File: src/rtl/alu_pkg.sv
// alu_pkg: shared opcode encodings, FSM state type and default latencies
// for the alu_issue sequencer and its opcode decoder.
package alu_pkg;

  localparam logic [3:0] OP_AND   = 4'd0;
  localparam logic [3:0] OP_OR    = 4'd1;
  localparam logic [3:0] OP_ADD   = 4'd2;
  localparam logic [3:0] OP_SUB   = 4'd3;
  localparam logic [3:0] OP_MUL   = 4'd4;
  localparam logic [3:0] OP_DIV   = 4'd5;
  localparam logic [3:0] OP_SHR   = 4'd6;
  localparam logic [3:0] OP_SHL   = 4'd7;
  localparam logic [3:0] OP_ROR   = 4'd8;
  localparam logic [3:0] OP_ROL   = 4'd9;
  localparam logic [3:0] OP_NEG   = 4'd10;
  localparam logic [3:0] OP_NOT   = 4'd11;
  localparam logic [3:0] OP_INCPC = 4'd12;

  // One control line per legal opcode; bit index equals the opcode value.
  localparam int CTL_W = 32'sd13;

  // Default latencies in cycles; every latency must be at least 1.
  localparam int DEF_SIMPLE_LAT = 32'sd1;
  localparam int DEF_MUL_LAT    = 32'sd4;
  localparam int DEF_DIV_LAT    = 32'sd34;

  typedef enum logic [1:0] {
    ST_IDLE = 2'd0,
    ST_EXEC = 2'd1,
    ST_DONE = 2'd2
  } state_t;

  // Counter preload value: the final EXEC cycle is the one where count is 0.
  function automatic int lat_minus_one(input int lat);
    return lat - 32'sd1;
  endfunction

  // Largest of the three latencies, used to size the counter.
  function automatic int max3(input int x, input int y, input int z);
    int m;
    m = x;
    if (y > m) begin
      m = y;
    end else begin
      m = m;
    end
    if (z > m) begin
      m = z;
    end else begin
      m = m;
    end
    return m;
  endfunction

endpackage

File: src/rtl/alu_op_decode.sv
// alu_op_decode: purely combinational opcode to one-hot control decode.
// Opcodes 13..15 produce an all-zero vector with the illegal flag set.
module alu_op_decode
  import alu_pkg::*;
(
  input  logic [3:0]       opcode,
  output logic [CTL_W-1:0] ctl,
  output logic             illegal
);

  // Map each legal opcode to its single control bit; flag everything else.
  always_comb begin
    ctl     = {CTL_W{1'b0}};
    illegal = 1'b0;
    case (opcode)
      OP_AND:   ctl[OP_AND]   = 1'b1;
      OP_OR:    ctl[OP_OR]    = 1'b1;
      OP_ADD:   ctl[OP_ADD]   = 1'b1;
      OP_SUB:   ctl[OP_SUB]   = 1'b1;
      OP_MUL:   ctl[OP_MUL]   = 1'b1;
      OP_DIV:   ctl[OP_DIV]   = 1'b1;
      OP_SHR:   ctl[OP_SHR]   = 1'b1;
      OP_SHL:   ctl[OP_SHL]   = 1'b1;
      OP_ROR:   ctl[OP_ROR]   = 1'b1;
      OP_ROL:   ctl[OP_ROL]   = 1'b1;
      OP_NEG:   ctl[OP_NEG]   = 1'b1;
      OP_NOT:   ctl[OP_NOT]   = 1'b1;
      OP_INCPC: ctl[OP_INCPC] = 1'b1;
      default:  illegal       = 1'b1;
    endcase
  end

endmodule

File: src/rtl/alu_issue.sv
// alu_issue: accepts one ALU operation at a time, holds its one-hot control
// for the operation's latency, captures the 64-bit result and presents it
// until the consumer takes it.
// Optional feature macro: ALU_DIVZERO_CHECK_EN -- when defined, DIV with
// b == 0 bypasses the ALU and returns Z = 0 with err = 1.
module alu_issue
  import alu_pkg::*;
#(
  parameter int SIMPLE_LAT = DEF_SIMPLE_LAT,
  parameter int MUL_LAT    = DEF_MUL_LAT,
  parameter int DIV_LAT    = DEF_DIV_LAT
) (
  input  logic        clk,
  input  logic        clear_n,
  input  logic        req_valid,
  output logic        req_ready,
  input  logic [3:0]  opcode,
  input  logic [31:0] a,
  input  logic [31:0] b,
  output logic        alu_and,
  output logic        alu_or,
  output logic        alu_add,
  output logic        alu_sub,
  output logic        alu_mul,
  output logic        alu_div,
  output logic        alu_shr,
  output logic        alu_shl,
  output logic        alu_ror,
  output logic        alu_rol,
  output logic        alu_neg,
  output logic        alu_not,
  output logic        alu_incpc,
  output logic [31:0] alu_a,
  output logic [31:0] alu_b,
  input  logic [63:0] alu_c,
  output logic        res_valid,
  input  logic        res_ready,
  output logic [31:0] zhi,
  output logic [31:0] zlo,
  output logic        err
);

  localparam int MAX_LAT = max3(SIMPLE_LAT, MUL_LAT, DIV_LAT);
  localparam int CNT_W   = $clog2(MAX_LAT + 32'sd1);

  state_t             state_r, state_nxt_s;
  logic [CTL_W-1:0]   ctl_r, ctl_nxt_s;
  logic [CNT_W-1:0]   cnt_r, cnt_nxt_s;
  logic [CNT_W-1:0]   lat_m1_s;
  logic [31:0]        a_nxt_s, b_nxt_s, zhi_nxt_s, zlo_nxt_s;
  logic               err_nxt_s, res_valid_nxt_s, req_ready_nxt_s;
  logic [CTL_W-1:0]   dec_ctl_s;
  logic               dec_illegal_s;
  logic               divzero_s;
  logic               accept_s;

  alu_op_decode u_decode (
    .opcode  (opcode),
    .ctl     (dec_ctl_s),
    .illegal (dec_illegal_s)
  );

`ifdef ALU_DIVZERO_CHECK_EN
  assign divzero_s = (opcode == OP_DIV) && (b == 32'h0000_0000);
`else
  assign divzero_s = 1'b0;
`endif

  assign accept_s = req_valid && req_ready;

  // Controls come straight from a register that is only non-zero in EXEC.
  assign alu_and   = ctl_r[OP_AND];
  assign alu_or    = ctl_r[OP_OR];
  assign alu_add   = ctl_r[OP_ADD];
  assign alu_sub   = ctl_r[OP_SUB];
  assign alu_mul   = ctl_r[OP_MUL];
  assign alu_div   = ctl_r[OP_DIV];
  assign alu_shr   = ctl_r[OP_SHR];
  assign alu_shl   = ctl_r[OP_SHL];
  assign alu_ror   = ctl_r[OP_ROR];
  assign alu_rol   = ctl_r[OP_ROL];
  assign alu_neg   = ctl_r[OP_NEG];
  assign alu_not   = ctl_r[OP_NOT];
  assign alu_incpc = ctl_r[OP_INCPC];

  // Counter preload for the incoming opcode (latency minus one).
  always_comb begin
    case (opcode)
      OP_MUL:  lat_m1_s = CNT_W'(lat_minus_one(MUL_LAT));
      OP_DIV:  lat_m1_s = CNT_W'(lat_minus_one(DIV_LAT));
      default: lat_m1_s = CNT_W'(lat_minus_one(SIMPLE_LAT));
    endcase
  end

  // Next-state and next-output logic; every register holds by default.
  always_comb begin
    state_nxt_s     = state_r;
    ctl_nxt_s       = ctl_r;
    cnt_nxt_s       = cnt_r;
    a_nxt_s         = alu_a;
    b_nxt_s         = alu_b;
    zhi_nxt_s       = zhi;
    zlo_nxt_s       = zlo;
    err_nxt_s       = err;
    res_valid_nxt_s = res_valid;
    req_ready_nxt_s = req_ready;
    case (state_r)
      ST_IDLE: begin
        if (accept_s) begin
          a_nxt_s         = a;
          b_nxt_s         = b;
          req_ready_nxt_s = 1'b0;
          if (dec_illegal_s || divzero_s) begin
            // Rejected operation: skip the ALU and report an error result.
            state_nxt_s     = ST_DONE;
            ctl_nxt_s       = {CTL_W{1'b0}};
            cnt_nxt_s       = CNT_W'(1'b0);
            zhi_nxt_s       = 32'h0000_0000;
            zlo_nxt_s       = 32'h0000_0000;
            err_nxt_s       = 1'b1;
            res_valid_nxt_s = 1'b1;
          end else begin
            state_nxt_s = ST_EXEC;
            ctl_nxt_s   = dec_ctl_s;
            cnt_nxt_s   = lat_m1_s;
          end
        end else begin
          state_nxt_s = ST_IDLE;
        end
      end
      ST_EXEC: begin
        if (cnt_r == CNT_W'(1'b0)) begin
          state_nxt_s     = ST_DONE;
          ctl_nxt_s       = {CTL_W{1'b0}};
          zhi_nxt_s       = alu_c[63:32];
          zlo_nxt_s       = alu_c[31:0];
          err_nxt_s       = 1'b0;
          res_valid_nxt_s = 1'b1;
        end else begin
          cnt_nxt_s = cnt_r - CNT_W'(1'b1);
        end
      end
      ST_DONE: begin
        if (res_ready) begin
          state_nxt_s     = ST_IDLE;
          res_valid_nxt_s = 1'b0;
          req_ready_nxt_s = 1'b1;
        end else begin
          state_nxt_s = ST_DONE;
        end
      end
      default: begin
        state_nxt_s     = ST_IDLE;
        ctl_nxt_s       = {CTL_W{1'b0}};
        cnt_nxt_s       = CNT_W'(1'b0);
        res_valid_nxt_s = 1'b0;
        req_ready_nxt_s = 1'b1;
      end
    endcase
  end

  // State and registered outputs; reset aborts any operation in flight.
  always_ff @(posedge clk or negedge clear_n) begin
    if (!clear_n) begin
      state_r   <= ST_IDLE;
      ctl_r     <= {CTL_W{1'b0}};
      cnt_r     <= CNT_W'(1'b0);
      alu_a     <= 32'h0000_0000;
      alu_b     <= 32'h0000_0000;
      zhi       <= 32'h0000_0000;
      zlo       <= 32'h0000_0000;
      err       <= 1'b0;
      res_valid <= 1'b0;
      req_ready <= 1'b1;
    end else begin
      state_r   <= state_nxt_s;
      ctl_r     <= ctl_nxt_s;
      cnt_r     <= cnt_nxt_s;
      alu_a     <= a_nxt_s;
      alu_b     <= b_nxt_s;
      zhi       <= zhi_nxt_s;
      zlo       <= zlo_nxt_s;
      err       <= err_nxt_s;
      res_valid <= res_valid_nxt_s;
      req_ready <= req_ready_nxt_s;
    end
  end

endmodule

File: config.mk
export PLATFORM = sky130hd
export DESIGN_NAME = alu_issue
export DESIGN_NICKNAME = d
export VERILOG_FILES = /design/src/rtl/alu_pkg.sv /design/src/rtl/alu_op_decode.sv /design/src/rtl/alu_issue.sv
export SDC_FILE = /design/constraint.sdc
export NUM_CORES = 1
export LEC_CHECK = 0
export CORE_MARGIN = 2
export CORE_UTILIZATION = 40
export CTS_BUF_LIST = sky130_fd_sc_hd__clkbuf_16
export DETAILED_ROUTE_END_ITERATION = 16
export HOLD_SLACK_MARGIN = 0.12
export MAX_ROUTING_LAYER = met4
export PLACE_DENSITY = 0.89
export SLEW_MARGIN = 20
export SYNTH_ARGS = -nofsm -noshare
export SYNTH_HDL_FRONTEND = slang
export SYNTH_HIERARCHICAL = 1
export SYNTH_SLANG_ARGS = --single-unit
File: constraint.sdc
create_clock -name clk -period 2.4 [get_ports clk]
set_clock_uncertainty 0.05 [all_clocks]
set_input_delay 0.48 -clock clk [delete_from_list [all_inputs] [get_ports clk]]
set_output_delay 0.48 -clock clk [all_outputs]
set_load 0.01 [all_outputs]
Word level (Yosys, flattened, before mapping)
Cells that the tools add are included.
{"block": "word_totals", "word_cells": 87, "regBits": 152, "out_inout_bits": 144}
{"block": "op_classes", "bitwise_logic": 2, "eq_ne": 19, "reduce_logical": 12, "n_addsub": 1, "n_mux": 43}
{"operator": "32-bit two-way mux", "n": 4}
{"operator": "32-bit case mux with 2 select lines", "n": 2}
{"operator": "13-bit two-way mux", "n": 3}
{"operator": "13-bit case mux with 3 select lines", "n": 1}
{"operator": "4-bit == test (second input constant)", "n": 5}
{"operator": "1-bit two-way mux", "n": 20}
{"operator": "6-bit two-way mux", "n": 3}
{"operator": "6-bit case mux with 3 select lines", "n": 1}
{"operator": "4-bit by 3-bit == test with 1-bit output (second input constant)", "n": 4}
{"operator": "13-bit OR reduction", "n": 1}
{"operator": "6-bit case mux with 2 select lines", "n": 1}
{"operator": "2-bit != test (second input constant)", "n": 5}
{"operator": "3-bit AND reduction", "n": 3}
{"operator": "4-bit by 2-bit == test with 1-bit output (second input constant)", "n": 2}
{"operator": "2-bit two-way mux", "n": 4}
{"operator": "4-bit AND reduction", "n": 2}
{"operator": "6-bit logical NOT", "n": 1}
{"operator": "1-bit case mux with 3 select lines", "n": 2}
{"operator": "2-bit case mux with 3 select lines", "n": 1}
{"operator": "6-bit by 1-bit subtractor with 6-bit output (second input constant)", "n": 1}
{"operator": "4-bit by 1-bit == test with 1-bit output (second input constant)", "n": 1}
{"operator": "4-bit logical NOT", "n": 1}
{"operator": "2-bit by 1-bit == test with 1-bit output (second input constant)", "n": 1}
{"operator": "2-bit == test (second input constant)", "n": 1}
{"operator": "6 further kinds", "n": 7}

Depth between registers and ports, before layout
{"block": "depth", "depth_word": 5, "mapped_depth": 8, "mapped_depth_nobuf": 6}

Modules after synthesis
Netlist, hierarchy kept.
{"module": "alu_issue", "area_per_inst_um2": 5829.3, "seq_area_each_um2": 3804.9, "instances": 1, "cells_per_inst": 393}
{"module": "alu_op_decode", "area_per_inst_um2": 266.5, "seq_area_each_um2": 0.0, "instances": 1, "cells_per_inst": 18}

Least setup slack after synthesis
OpenSTA, ideal clock, no wires.
{"block": "synth_path", "path_kind": "in2reg", "startpoint": "input opcode[1]", "endpoint": "register cnt_r[5]", "path_stages": 6, "path_slack_ns": 0.369, "arrival_time_ns": 1.877, "path_buffers": 1, "cell_sequence": "buf_6 -> o211a_1 -> or4_1 -> nor2_1 -> a21oi_2 -> o41ai_2"}
{"block": "synth_via", "elab_chain_len": 5, "elab_cells_between_ends": 18, "cone_classes": "eq/ne (12); mux (4); reduce/logical (2)"}
{"item": "start, declared", "line": "alu_issue.sv:17", "text": "input logic [3:0] opcode,"}
{"item": "4-bit by 1-bit == test with 1-bit output (tied with other cells)", "line": "alu_op_decode.sv:15", "text": "case (opcode)"}
{"item": "13-bit OR reduction (no line) / 6-bit case mux with 2 select lines (equally long branches)"}
{"item": "6-bit two-way mux *", "line": "alu_issue.sv:113", "text": "if (dec_illegal_s || divzero_s) begin"}
{"item": "6-bit two-way mux *", "line": "alu_issue.sv:109", "text": "if (accept_s) begin"}
{"item": "6-bit case mux with 3 select lines *", "line": "alu_issue.sv:107", "text": "case (state_r)"}
{"item": "end signal, assigned", "line": "alu_issue.sv:167", "text": "cnt_r <= CNT_W'(1'b0);"}
{"item": "end signal, assigned", "line": "alu_issue.sv:178", "text": "cnt_r <= cnt_nxt_s;"}
{"item": "end, declared", "line": "alu_issue.sv:48", "text": "logic [CNT_W-1:0] cnt_r, cnt_nxt_s;"}
Mark *: on every way between the ends. The rest lies on a longest branch, timed or not. The select of a mux whose other input is x is not followed.
A chain may end at the register's enable or synchronous reset.

Worst setup path in the final report
{"block": "layout_path", "startpoint": "register cnt_r[3]", "endpoint": "register zhi[18]"}
{"block": "layout_via", "elab_chain_len": 3}
{"item": "6-bit logical NOT", "line": "alu_issue.sv:132", "text": "if (cnt_r == CNT_W'(1'b0)) begin"}
{"item": "2-bit != test (no line)"}
{"item": "4-bit AND reduction (no line)"}
{"item": "end signal, assigned", "line": "alu_issue.sv:181", "text": "zhi <= zhi_nxt_s;"}
{"item": "end, declared", "line": "alu_issue.sv:38", "text": "output logic [31:0] zhi,"}
Every way passes these cells.

==> out/qor.txt <==
total clock sinks -> 152
status -> finished, final reports clean
Bufs and invs on worst path -> 1
Lkg Pwr -> 0.00423 µW
sequential share of the synthesized area -> 0.624
internal power -> 7580 µW
TritonRoute pass-1 iters -> 4
drt wl/cell -> 17.6 µm
Crit path max-delay family -> simple AND/OR/NAND/NOR gates
count of final hold-check violations -> 0
CP max stage cell -> buf_4
Die H -> 127 µm
CP cell instances -> nor4_2 -> nand2_1 -> nor2_4 -> buf_4 -> a22o_1
core area -> 15000 µm²
Clock transition at path regs -> 0.06 ns
TritonCTS Buffers -> 17
total negative slack -> 0 ns
Core Rows -> 45
largest net degree at the start of global routing -> 76
Initial DRC Count -> 215
RSZ-0062 raised after global routing -> false
Worst path max stage delay -> 0.52 ns
Mapped Area -> 6100 µm²
Crit Path Class -> reg -> reg
slew margin rel. -> 0.566
Tot Pwr -> 10800 µW
Final Max Slew Viols -> 0
actual slew at the worst max-slew pin -> 0.651 ns
Synth area leader -> dfrtp_1
NumNets Final -> 832
switch share -> 0.297
power share of the clock group -> 0.213
placed inst area -> 9140 µm²
EDFF count, synth -> 0
GR Overflow Total -> 0
Total Routed Length -> 15800 µm
Final Cycle Share -> 0.906
Syn Area/Cell -> 14.8 µm²
DRC -> 0
ANT nets after route -> 0
vias in the first global route -> 4844
die width -> 127 µm
DP Wirelength -> 11700 µm
most used flip-flop cell after synthesis -> dfrtp_1
total number of vias -> 4595
Crit. Startpoint -> cnt_r[3]
Final setup viols -> 0
initial antenna violation count -> 0
crit-path max FO -> 64
Setup Fix Bufs, Post-CTS -> 0
PortBufs -> 279
Sequential Power Share -> 0.396
Critical Path End Type -> register
share of layout cells above drive strength 1 -> 0.182
area grow syn2layout -> 58.6%
gp weighted congestion -> 0.913
reg-to-reg setup timing slack -> 0.22 ns
die area -> 16200 µm²
Critical R2R Launch -> cnt_r[3]
ratio of total power to cell area -> 1120 nW/µm²
P_sw -> 3210 µW
Via density -> 5.13
most instantiated cells after synthesis -> dfrtp_1, a22o_1, mux2_2
Distinct cells, synth -> 48
post-layout min period -> 2.18 ns
IO Count -> 280
number of max-cap violations -> 0
Skew-Pair Late Insertion Delay -> 0.41 ns
post-synthesis async set-or-reset flop share -> 1.00
top cell type's share of synthesized area -> 0.620
fin cells -> 896
Syn Nets -> 548
crit path DAT -> 2.47 ns
top cells by area, synth -> dfrtp_1, mux2_2, a22o_1
hold wc startpoint -> ctl_r[3]
total of warnings raised by yosys -> 6
Hold Crit Class -> reg -> reg
total track usage -> 0.204
cell count after synthesis -> 411
Starting Density -> 0.405
#FFs+latches synth -> 152
CTS Buffer Depth -> 2
top-count cell post-synth -> dfrtp_1
Clock H-tree levels -> 4
Achievable Freq -> 0.460 GHz
Inst Count DP -> 863
combinational power share -> 0.391
first-pass GRT wire length -> 25000 µm
Clock Tree Root -> clkbuf_16
CP required -> 2.69 ns
cell area after layout -> 9670 µm²
post-cts resize count -> 0
# diodes -> 0
CP Launch Type -> register
worst vdd ir -> 0.629 mV
TritonCTS clock tree -> yes
[worst paths after layout]
| path | end | cells past startpoint |
|---|---|---|
| worst min-delay path | ctl_r[3] | 1 |
| min in group asynchronous | cnt_r[5] | 2 |
| worst max register to register | zhi[18] | 5 |
| max in group asynchronous | zlo[8] | 3 |
| worst max-delay path | zhi[18] | 5 |
| worst min register to register | ctl_r[3] | 1 |
[layout make-up]
| type | count | area (µm²) |
|---|---|---|
| fill | 1070 | 5370 |
| sequential | 152 | 3800 |
| timing repair buffer | 298 | 3000 |
| multi-input combinational | 219 | 2080 |
| clock buffer | 17 | 425 |
| tap | 188 | 235 |
| clock inverter | 15 | 88.8 |
| inverter | 7 | 26.3 |
[layout by cell type, fill, tap and decap left out, drive strengths merged, types with 2 or more instances in the layout]
cell             n
dfrtp          151
or4              2
nand2b           2
nor2            10
inv             10
a21o             2
nor4             4
clkbuf          17
and4bb           6
buf             19
clkinvlp         4
o22ai            2
clkdlybuf4s50  278
a22o            78
clkinv           8
a21oi            9
o21ai            6
nand2            6
mux2            64
nor3             3
nor4b            4
and4b            3
[flip-flops by register name (all words and copies together), names as in the netlist]
signal,cells
cnt_r,6
alu_b,32
zhi,32
req_ready,1
alu_a,32
ctl_r,13
zlo,32
err,1
state_r,2
res_valid,1
[worst reg2reg max path, cell delays in order (launching register included)]
cell and delay (ns):
dfrtp_1 0.42, nor4_2 0.47, nand2_1 0.21, nor2_4 0.13, buf_4 0.52, a22o_1 0.32
[power by group through the flow]
stage / clock (µW) / combinational [µW] / sequential [µW]
3_5_place_dp: 0 / 4260 / 4280
6_report: 2300 / 4210 / 4270
4_1_cts: 2360 / 4270 / 4280
3_3_place_gp: 0 / 4150 / 4240
5_1_grt: 2500 / 4490 / 4390
2_1_floorplan: 0 / 1190 / 4680
[timing repair]
item,4_1_cts,5_1_grt
hold buffers,1,0
setup endpoints to repair,0,0
endpoints found under the hold margin,25,0
[logic make-up (layout without fill, tap and decap cells)]
kind of cell               after synthesis  count (layout)  share of synthesized area
DFF                                    152             152                      0.624
xor gates and xnor gates                 2               2                    0.00287
and+or+nand+nor                         45              45                     0.0688
adders and majority gates                1               1                    0.00205
AOI/OAI and AO/OA                      106             106                      0.145
muxes                                   65              65                      0.120
buffers and inverters                   40             337                     0.0378
[layer usage]
metal	up-vias	routed length, µm	global-route usage	part of all wire
met2	206	7850	0.321	0.50
met3	29	1000	0.0498	0.063
met4	0	331	0.0821	0.021
met1	2250	6610	0.254	0.42
met5	-	0	-	0
li1	2110	-	-	-
[through the flow]
| step | hold slack (ns) | worst slack, ns | util |
|---|---|---|---|
| final | 0.449 | 0.225 | 0.643 |
| after global routing | 0.470 | 0.0660 | 0.643 |
| after CTS | 0.453 | 0.224 | 0.643 |
| after detailed placement | 0.318 | -0.0705 | 0.608 |
| after global placement | 0.315 | 0.0136 | 0.608 |
| after floorplan | 0.134 | 0.369 | - |
(Power assumes the default switching activity.)
